`src/rtl/cube_layer_scanner.sv`:
```
`timescale 1ns/1ps
// cube_layer_scanner
// Scan controller for a 6x6x6 LED cube. Frame bytes land in a back buffer.
// The back buffer is copied to the front buffer only at a frame boundary.
// The front buffer is shown one layer at a time, and every layer is preceded
// by an all-off blanking gap so no layer ghosts into the next.
module cube_layer_scanner #(
  parameter int LAYER_CYCLES = 8000,
  parameter int BLANK_CYCLES = 50
) (
  input  logic        clk_clk,
  input  logic        reset_reset_n,
  input  logic        enable,
  input  logic [7:0]  s_data,
  input  logic        s_sof,
  input  logic        s_valid,
  output logic        s_ready,
  output logic [35:0] col,
  output logic [5:0]  layer,
  output logic        frame_done,
  output logic        sof_err
);

  localparam int CMAX = (LAYER_CYCLES > BLANK_CYCLES) ? LAYER_CYCLES : BLANK_CYCLES;
  localparam int CW   = (CMAX > 1) ? $clog2(CMAX) : 1;

  localparam logic [CW-1:0] LAST_ON    = CW'(LAYER_CYCLES - 1);
  localparam logic [CW-1:0] LAST_BLANK = CW'(BLANK_CYCLES - 1);
  localparam logic [CW-1:0] CNT_ONE    = CW'(1);
  localparam logic [4:0]    LAST_BYTE  = 5'd26;
  localparam logic [2:0]    LAST_LAYER = 3'd5;

  typedef enum logic {ST_BLANK, ST_ON} scan_state_t;

  scan_state_t      state, state_n;
  logic [CW-1:0]    ccnt, ccnt_n;
  logic [2:0]       lidx, lidx_n;
  logic             frame_end;
  logic             boundary;

  // Byte k of the back buffer holds frame bits 8k+7..8k; layer l of the
  // front buffer holds frame bits 36l+35..36l. Both flatten to the same
  // 216-bit ordering, so a plain copy performs the swap.
  logic [26:0][7:0] back_buf;
  logic [5:0][35:0] front_buf;
  logic [4:0]       wcnt;
  logic             swap_pending;
  logic             accept;

  // s_ready is the stored flag; a pending swap is simply "not ready".
  assign swap_pending = ~s_ready;
  assign accept       = s_valid & s_ready;
  // A disabled scanner shows nothing, so every disabled cycle is a boundary.
  assign boundary     = ~enable | frame_end;

  // Scan next-state: blank/on phase sequencing and layer advance.
  always_comb begin
    // NOTE: every output of this block gets a default first, so no path
    // leaves a value unassigned and no latch is inferred.
    state_n   = state;
    ccnt_n    = ccnt + CNT_ONE;
    lidx_n    = lidx;
    frame_end = 1'b0;
    if (!enable) begin
      state_n = ST_BLANK;
      ccnt_n  = '0;
      lidx_n  = '0;
    end else begin
      unique case (state)
        ST_BLANK: begin
          if (ccnt == LAST_BLANK) begin
            state_n = ST_ON;
            ccnt_n  = '0;
          end
        end
        ST_ON: begin
          if (ccnt == LAST_ON) begin
            state_n   = ST_BLANK;
            ccnt_n    = '0;
            frame_end = (lidx == LAST_LAYER);
            lidx_n    = frame_end ? 3'd0 : lidx + 3'd1;
          end
        end
        default: ;
      endcase
    end
  end

  // Scan state register; col/layer are registered from the next state so
  // they line up with the phase they belong to and switch together.
  always_ff @(posedge clk_clk or negedge reset_reset_n) begin
    if (!reset_reset_n) begin
      state      <= ST_BLANK;
      ccnt       <= '0;
      lidx       <= '0;
      col        <= '0;
      layer      <= '0;
      frame_done <= 1'b0;
    end else begin
      // NOTE: sequential state uses non-blocking assignments so every
      // register samples pre-edge values regardless of statement order.
      state      <= state_n;
      ccnt       <= ccnt_n;
      lidx       <= lidx_n;
      frame_done <= frame_end;
      if (state_n == ST_ON) begin
        col   <= front_buf[lidx_n];
        layer <= 6'b000001 << lidx_n;
      end else begin
        col   <= '0;
        layer <= '0;
      end
    end
  end

  // Write side: byte capture into the back buffer and the boundary swap.
  always_ff @(posedge clk_clk or negedge reset_reset_n) begin
    if (!reset_reset_n) begin
      // NOTE: both buffers are flop arrays that must come up dark, so they
      // are cleared by reset rather than left as uninitialised storage.
      back_buf  <= '0;
      front_buf <= '0;
      wcnt      <= '0;
      s_ready   <= 1'b1;
      sof_err   <= 1'b0;
    end else begin
      sof_err <= 1'b0;
      if (accept) begin
        if (s_sof) begin
          // A start-of-frame always restarts the frame, even on byte 26.
          back_buf[0] <= s_data;
          wcnt        <= 5'd1;
          sof_err     <= (wcnt != 5'd0);
        end else begin
          back_buf[wcnt] <= s_data;
          if (wcnt == LAST_BYTE) begin
            wcnt    <= '0;
            s_ready <= 1'b0;
          end else begin
            wcnt <= wcnt + 5'd1;
          end
        end
      end else if (swap_pending && boundary) begin
        // Only a flag set before this edge swaps, so a frame completing on a
        // boundary cycle waits for the next boundary.
        front_buf <= back_buf;
        s_ready   <= 1'b1;
      end
    end
  end

endmodule

```
`config.mk`:
```
export PLATFORM = sky130hd
export DESIGN_NAME = cube_layer_scanner
export DESIGN_NICKNAME = d
export VERILOG_FILES = /design/src/rtl/cube_layer_scanner.sv
export SDC_FILE = /design/constraint.sdc
export NUM_CORES = 1
export LEC_CHECK = 0
export ABC_AREA = 0
export CAP_MARGIN = 30
export CORE_MARGIN = 3
export CORE_UTILIZATION = 30
export DETAILED_ROUTE_END_ITERATION = 10
export HOLD_SLACK_MARGIN = 0.06
export SYNTH_ARGS = -nofsm -noshare
export SYNTH_HDL_FRONTEND = slang
export SYNTH_SLANG_ARGS = --single-unit
```
`constraint.sdc`:
```
create_clock -name clk_clk -period 4 [get_ports clk_clk]
set_clock_uncertainty 0.2 [all_clocks]
set_input_delay 1 -clock clk_clk [delete_from_list [all_inputs] [get_ports clk_clk]]
set_output_delay 1 -clock clk_clk [all_outputs]
set_load 0.03 [all_outputs]
```
======== Yosys cells after proc, flatten, opt, wreduce, memory -nomap -nowiden ========
Index checks and enable logic that the tools add are counted.
storage, ports and cells
  flip-flop bits (word level) ............. 499
  input bits .............................. 13
  logic and storage cells ................. 100
  output and inout port bits .............. 45
operators by class
  shift-type cells ........................ 1
  $add $sub $neg .......................... 3
  reduce and logical (&&, ||, !) cells .... 7
  muxes and demuxes ....................... 31
  equal/unequal tests ..................... 6
  $lt $le $gt $ge ......................... 3
  bitwise operators ....................... 7
operators with widths
  operator               count
  $bwmux 216             1
  $bmux 36 s3            1
  $mux 36                2
  $demux 8 s5            1
  $mux 13                3
  $pmux 13 s2            1
  $mux 8                 2
  $add 13x1->13 const B  1
  $eq 13x13->1 const B   1
  $eq 13x6->1 const B    1
  $mux 1                 12
  $mux 3                 4
  $mux 5                 2
  $lt 5x6->1 const B     1
  $mux 6                 1
  $shl 1x3->6 const A    1
  $add 5x1->5 const B    1
  $eq 5x5->1 const B     1
  $ge 5x1->1 const B     1
  $not 1->1              5
  $reduce_bool 5->1      1
  $lt 3x4->1 const B     1
  $reduce_and 2->1       2
  $add 3x1->3 const B    1
  9 further kinds        10

======== Longest topological paths before layout ========
Gate-level depths: netlist of run 1.
  depth in word-level cells ............... 8
  mapped depth ............................ 11
  gate-level depth less buffers ........... 7

======== Least setup slack after synthesis of run 1 ========
OpenSTA, ideal clock, no wires.
  kind .................................... input to register
  from .................................... input port enable
  to ...................................... register col[29]
  path slack .............................. 1.176 ns
  cell stages on the path ................. 10
  path buffers ............................ 4
  setup time .............................. 0.142 ns
  data required time ...................... 3.658 ns
  arrival ................................. 2.481 ns
  path through ............................ nand4b_1 > or4_1 > buf_2 > and2_1 > buf_6 > clkinv_4 > buf_12 > buf_8 > mux2i_1 > o221ai_1
on the way
  word-level cells in the longest chain between the ends .. 4
  elaborated cells between the ends (all ways) .. 5
  those cells by class .................... 5 x mux
RTL lines
  element                        line  RTL
  from (decl)                    13    input logic enable,
  $mux 3                         64    if (!enable) begin
  via lidx_n[0]                  37    logic [2:0] lidx, lidx_n;
  $bmux 36 s3                    107   col <= front_buf[lidx_n];
  $mux 36 (not written as such)  107
  $mux 36                        106   if (state_n == ST_ON) begin
  to (signal assigned)           107
  to (decl)                      18    output logic [35:0] col,
The timed path passes the listed nets, and every way through them passes these cells. The select of a mux whose other input is x is not followed.
A chain may end at the register's enable or synchronous reset.

======== Worst setup path in the final report of run 1 ========
  from .................................... register ccnt[0]
  to ...................................... register front_buf[64] (netlist bit)
on the way
  word-level cells in the longest chain between the ends .. 7
RTL lines
  element                     line  RTL
  from (decl)                 36    logic [CW-1:0] ccnt, ccnt_n;
  from (signal assigned)      103   ccnt <= ccnt_n;
  $eq 13x13->1                77    if (ccnt == LAST_ON) begin
  $mux 1                      77
  $mux 1                      69    unique case (state)
  $mux 1                      64
  $or 1x1->1                  54    assign boundary = ~enable | frame_end;
  $logic_and 1x1->1           143   end else if (swap_pending && boundary) begin
  $reduce_and 2->1 (no line)  --
  to (signal assigned)        146   front_buf <= back_buf;
  to (decl)                   45    logic [5:0][35:0] front_buf;
Every way passes these cells.

==> impl_metrics.py, run 1 <==
metrics = {
    "logic_synthesis": {
        "synth_ff_type": "dfrtp_1",
        "synthCells": 1387,
        "synth_edf_count": 0,
        "syn_nets": 1406,
        "avgSynthCellArea_um2": 14.77,
        "yosys_warnings": 0,
        "seq_area_frac_synth": 0.6095,
        "synth_area_um2": 20490,
        "yosysUniqueCellTypes": 46,
        "synth.ff_latch_count": 499,
        "postSynth.asyncResetShare": 1.000,
    },
    "clock_network": {
        "post_cts_buffers": 0,
        "tritoncts": "yes",
        "cts_buffer_depth": 3,
        "clkSinkCount": 499,
        "hold_buffers": 0,
        "cts_made_buffers": 50,
        "cts-htree-levels": 2,
        "cts-resized-gates": 0,
        "clk_pin_slew_ns": 0.06,
        "root_buffer": "clkbuf_16",
        "clk_latency_ns": 0.59,
    },
    "route": {
        "wl_met1_um": 22240,
        "drtIter0Drc": 687,
        "antenna_left": 0,
        "wl_met2_um": 23770,
        "wl_per_cell_um": 20.51,
        "drc": 0,
        "postRouteWirelength_um": 48460,
        "first_pass_iters": 5,
        "vias": 11630,
        "highest-signal-layer": "met4",
        "dr_wl_met3_um": 1369,
        "via_per_inst": 4.922,
    },
    "layout": {
        "syn_to_final_growth_pct": 16.21,
        "layout-drive-gt1-share": 0.3799,
        "fin_area_um2": 23810,
        "fin_util": 0.3533,
        "antennaDiodeCount": 0,
        "num-nets-final": 1473,
    },
    "timing": {
        "period_share": 0.8158,
        "rsz0062_at_grt": "false",
        "timing.fmax_mhz": 306.4,
        "finalHoldViolCount": 0,
        "maxSlewHeadroom": 0.5229,
        "setup_viol": 0,
        "setup_tns_ns": 0,
        "slew_viol_final": 0,
        "finalCriticalPeriod_ns": 3.263,
        "worst_pin_slew_ns": 0.7101,
    },
    "power_and_ir_drop": {
        "powerDensity_nw_per_um2": 446.1,
        "p_leak_uw": 0.01146,
        "peakVddDrop_v": 0.0003103,
    },
    "floorplanning": {
        "die_w_um": 267.3,
        "die_h_um": 267.3,
        "rows": 95,
        "io_pins": 58,
        "coreArea_um2": 67400,
        "dieArea_um2": 71470,
        "start_util": 0.3040,
    },
    "grt": {
        "grt_usage": 0.1384,
        "overflow": 0,
        "grt_pass1_wl_um": 76400,
        "antenna_found_initial": 0,
        "grt_pass1_vias": 12600,
        "grt_start_max_net_pins": 91,
    },
    "placed_design": {
        "dp_hpwl_um": 28360,
        "gp_congestion": 0.7681,
        "portBuffers": 57,
        "place_area_um2": 22170,
    },
    "worst_setup_path": {
        "arrival_ns": 3.53,
        "path_class": "reg2reg",
        "crit_path_start_kind": "flip-flop",
        "crit_required_ns": 4.27,
        "cp-end-kind": "flip-flop",
        "worst-path-max-fanout": 43,
    },
    "worst_hold_path": {
        "worstHoldPathType": "in2async",
    },
    "job": {
        "cap_violations": 0,
    },
    "run_status": {
        "status": "completed",
    },
}
synth_stat cells, drive strengths merged (3+ instances only):
cell      n  area share
dfrtp   498        0.61
nand2    23      0.0042
mux2    432        0.24
o221ai   36       0.015
a21oi     6      0.0015
buf      35       0.015
a31oi     3     0.00092
xor2      5      0.0021
nand3b    3      0.0011
clkbuf   49      0.0090
nor3b     3      0.0011
and3     37       0.011
nor2     37      0.0068
mux2i    72       0.035
xnor2     7      0.0030
o21bai    3      0.0011
ha        6      0.0037
inv       6      0.0011
nor3      5      0.0012
nand4     4      0.0012
and2      3     0.00092
a21boi   36       0.013
o21ai    42       0.010
nand3    17      0.0044
through the flow:
step	power [uW]	instances	hold slack (ns)	worst slack, ns
global placement	5999	2275	0.2790	0.3790
global route	11030	2363	0.2216	0.5012
CTS	10770	2363	0.1790	0.6880
detailed placement	6031	2275	0.2871	0.3258
finish	10620	2363	0.1889	0.7366
floorplan	5768	1387	0.2720	1.176
power by group:
part	internal [uW]	switching [uW]	leakage (uW)
Combinational	235	267	0.00377
Clock	2750	1950	0.000810
Sequential	5300	122	0.00688
Total	8290	2340	0.0115
final cells by class:
cell class	count	area [um^2]
sequential	499	12490
timing repair buffer	99	1054
inverter	7	31.28
clock inverter	16	163.9
clock buffer	72	1478
multi-input combinational	797	7505
tap	873	1092
fill	6388	43580
cell families after synthesis:
| group | synth area share |
|---|---|
| muxes | 0.2726 |
| DFF | 0.6095 |
| and+or+nand+nor | 0.03975 |
| AOI/OAI and AO/OA | 0.04403 |
| buffers and inverters | 0.02534 |
| xor gates and xnor gates | 0.005129 |
| adders and majority gates | 0.003664 |
final timing paths:
path                                from              to  slack [ns]  cells past startpoint
setup / recovery                 ccnt[0]   front_buf[64]        0.74                      8
hold / removal             reset_reset_n    back_buf[62]        0.19                      1
setup reg to reg                 ccnt[0]   front_buf[64]        0.74                      8
hold reg to reg            back_buf[133]  front_buf[133]        0.29                      1
max in group asynchronous  reset_reset_n         s_ready        2.46                      2
min in group clk_clk       back_buf[133]  front_buf[133]        0.29                      1
cell usage in the layout, fill, tap and decap left out, drive strengths merged, types with 4 or more instances in the layout:
| cell type | n |
|---|---|
| dfrtp | 498 |
| mux2 | 432 |
| mux2i | 72 |
| clkbuf | 72 |
| clkdlybuf4s50 | 56 |
| buf | 43 |
| o21ai | 42 |
| and3 | 37 |
| nor2 | 37 |
| a21boi | 36 |
| o221ai | 36 |
| nand2 | 23 |
| nand3 | 17 |
| clkinv | 12 |
| xnor2 | 7 |
| inv | 6 |
| ha | 6 |
| a21oi | 6 |
| nor3 | 5 |
| xor2 | 5 |
| nand4 | 4 |
worst max-delay path, cell delays in order, from the launching register on:
cell and delay, ns:
dfrtp_1 0.41, ha_1 0.24, nand3_2 0.19, nor4_4 0.57, nand3_1 0.24, a21oi_4 0.27
buf_12 0.29, buf_4 0.35, mux2_2 0.38
flip-flops by register name (all words and copies together), names as in the netlist, 3 cells and up:
name and flops:
wcnt 5, col 36, back_buf 216, front_buf 216, lidx 3, layer 6
ccnt 13
layer usage:
layer | up-vias | track usage
li1 | 5125 | -
met1 | 6256 | 0.1845
met2 | 174 | 0.2353
met3 | 76 | 0.01828
met4 | 0 | 0.04209
met5 | - | 0
No activity file was read; power rests on OpenSTA's default activity.
==> inputs of run 2 (changes only) <==
- clock period: 4 -> 2.7 ns (I/O delays scaled with it)
==> impl_metrics.py, run 2 (same netlist as run 1, synthesis figures left out) <==
metrics = {
    "placed_design": {
        "portBuffers": 57,
        "gp_congestion": 0.7857,
        "dp.cells": 2356,
        "dp_hpwl_um": 31400,
    },
    "timing": {
        "finalHoldViolCount": 0,
        "setup_viol": 0,
        "maxSlewHeadroom": 0.5881,
        "timing.fmax_mhz": 382.1,
        "finalCriticalPeriod_ns": 2.617,
        "whs_ns": 0.2900,
        "slew_viol_final": 0,
        "worst_pin_slew_ns": 0.6178,
        "period_share": 0.9692,
    },
    "clock_network": {
        "root_buffer": "clkbuf_16",
        "clk_pin_slew_ns": 0.06,
        "clkSinkCount": 499,
        "tritoncts": "yes",
        "cts_buffer_depth": 3,
        "cts_made_buffers": 50,
        "clk_latency_ns": 0.60,
        "cts-htree-levels": 2,
    },
    "layout": {
        "layout_common_cells": "dfrtp_1 (498), mux2_2 (432), buf_4 (80)",
        "fillers": 6278,
        "final_common_cell": "dfrtp_1",
        "syn_to_final_growth_pct": 22.92,
        "layout-drive-gt1-share": 0.4238,
        "final_cells": 2463,
        "seq_area_um2": 12490,
        "num-nets-final": 1567,
        "top_regs": "back_buf: 216 flops, front_buf: 216 flops, col: 36 flops",
        "fin_util": 0.3737,
        "multiInputGateArea_um2": 7528,
    },
    "power_and_ir_drop": {
        "p_leak_uw": 0.01219,
        "pwr-share-comb": 0.051,
        "clkPwrFrac": 0.452,
        "p_int_uw": 12660,
        "switchingPower_uw": 3523,
        "peakVddDrop_v": 0.0004220,
        "p_seq_frac": 0.497,
        "powerDensity_nw_per_um2": 642.4,
        "switching_share": 0.2177,
    },
    "floorplanning": {
        "coreArea_um2": 67400,
        "rows": 95,
        "dieArea_um2": 71470,
        "die_h_um": 267.3,
        "die_w_um": 267.3,
        "io_pins": 58,
        "start_util": 0.3040,
    },
    "worst_setup_path": {
        "crit_path_start_kind": "flip-flop",
        "cp-end-kind": "flip-flop",
        "rrSetupSlack_ns": 0.08,
        "reg2regPathDepth": 9,
        "r2r_start": "ccnt[7]",
        "r2r-end": "front_buf[107]",
        "crit_required_ns": 2.97,
        "path_class": "reg2reg",
        "worst-path-max-fanout": 20,
        "arrival_ns": 2.89,
    },
    "worst_hold_path": {
        "hold_start": "back_buf[145]",
        "worstHoldPathType": "reg2reg",
        "holdPathStages": 1,
        "whs_endpoint": "front_buf[145]",
    },
    "route": {
        "postRouteWirelength_um": 50730,
        "wl_per_cell_um": 20.60,
        "drtIter0Drc": 744,
        "first_pass_iters": 6,
        "vias": 12020,
        "via_per_inst": 4.880,
        "drc": 0,
        "antenna_left": 0,
    },
    "grt": {
        "overflow": 0,
        "antenna_found_initial": 1,
        "grt_usage": 0.1425,
        "grt_pass1_vias": 12890,
        "grt_pass1_wl_um": 78520,
        "grt_start_max_net_pins": 115,
    },
    "job": {
        "cap_violations": 0,
    },
    "run_status": {
        "status": "completed",
    },
}
[run 2: routing by layer]
metal / GRT usage / wire [um]
met5: 0 / 0
met4: 0.03349 / 948
met3: 0.02095 / 1900
met2: 0.2370 / 24660
met1: 0.1969 / 23230
[run 2: area by class of cell]
cell class | count | area share
Multi-Input combinational cell | 797 | 0.2989
Clock buffer | 71 | 0.06051
Inverter | 7 | 0.001540
Clock inverter | 21 | 0.009488
Antenna cell | 2 | 0.0001987
Tap cell | 873 | 0.04337
Sequential cell | 499 | 0.4958
Timing Repair Buffer | 193 | 0.09016
[run 2: how the worst max path moves through the flow]
stage | start | to | slack [ns] | cells past startpoint
2_1_floorplan | ccnt[0] | front_buf[0] | 0.03 | 9
3_3_place_gp | enable | col[11] | -0.63 | 8
3_5_place_dp | enable | col[11] | -0.65 | 8
4_1_cts | ccnt[1] | col[29] | 0.01 | 9
5_1_grt | ccnt[7] | front_buf[136] | -0.004 | 9
6_report | ccnt[7] | front_buf[107] | 0.08 | 9
[run 2: worst max-delay path: stages, from the launching register on]
cell       delay [ns]
dfrtp_1          0.38
nand4bb_4        0.25
buf_4            0.18
nor4_4           0.29
nand3_2          0.14
a21oi_4          0.20
buf_12           0.14
clkbuf_16        0.18
buf_16           0.18
mux2_2           0.35
[run 2: metrics by stage]
step | TNS, ns | worst slack (ns) | power, uW | instance area, um^2
finish | 0 | 0.08319 | 16180 | 25190
global route | -0.005882 | -0.003646 | 16800 | 25180
CTS | 0 | 0.01106 | 16370 | 24980
detailed placement | -25.63 | -0.6527 | 9016 | 23100
global placement | -28.50 | -0.6348 | 8955 | 23100
floorplan | 0 | 0.02658 | 8545 | 20490
[run 2: power by group through the flow]
stage | clock (uW) | combinational (uW) | sequential, uW
after global placement | 0 | 808 | 8150
final | 7320 | 821 | 8040
after detailed placement | 0 | 839 | 8180
after floorplan | 0 | 435 | 8110
after CTS | 7490 | 843 | 8040
after global routing | 7810 | 906 | 8080
[run 2: timing repair]
item / CTS / global route
pin swaps: 1 / 4
endpoints found under the setup margin: 89 / 172
gates cloned: 1 / 5
gates resized for setup: 16 / 11
setup buffers: 3 / 3
endpoints found under the hold margin: 65 / 0
hold buffers: 1 / 0
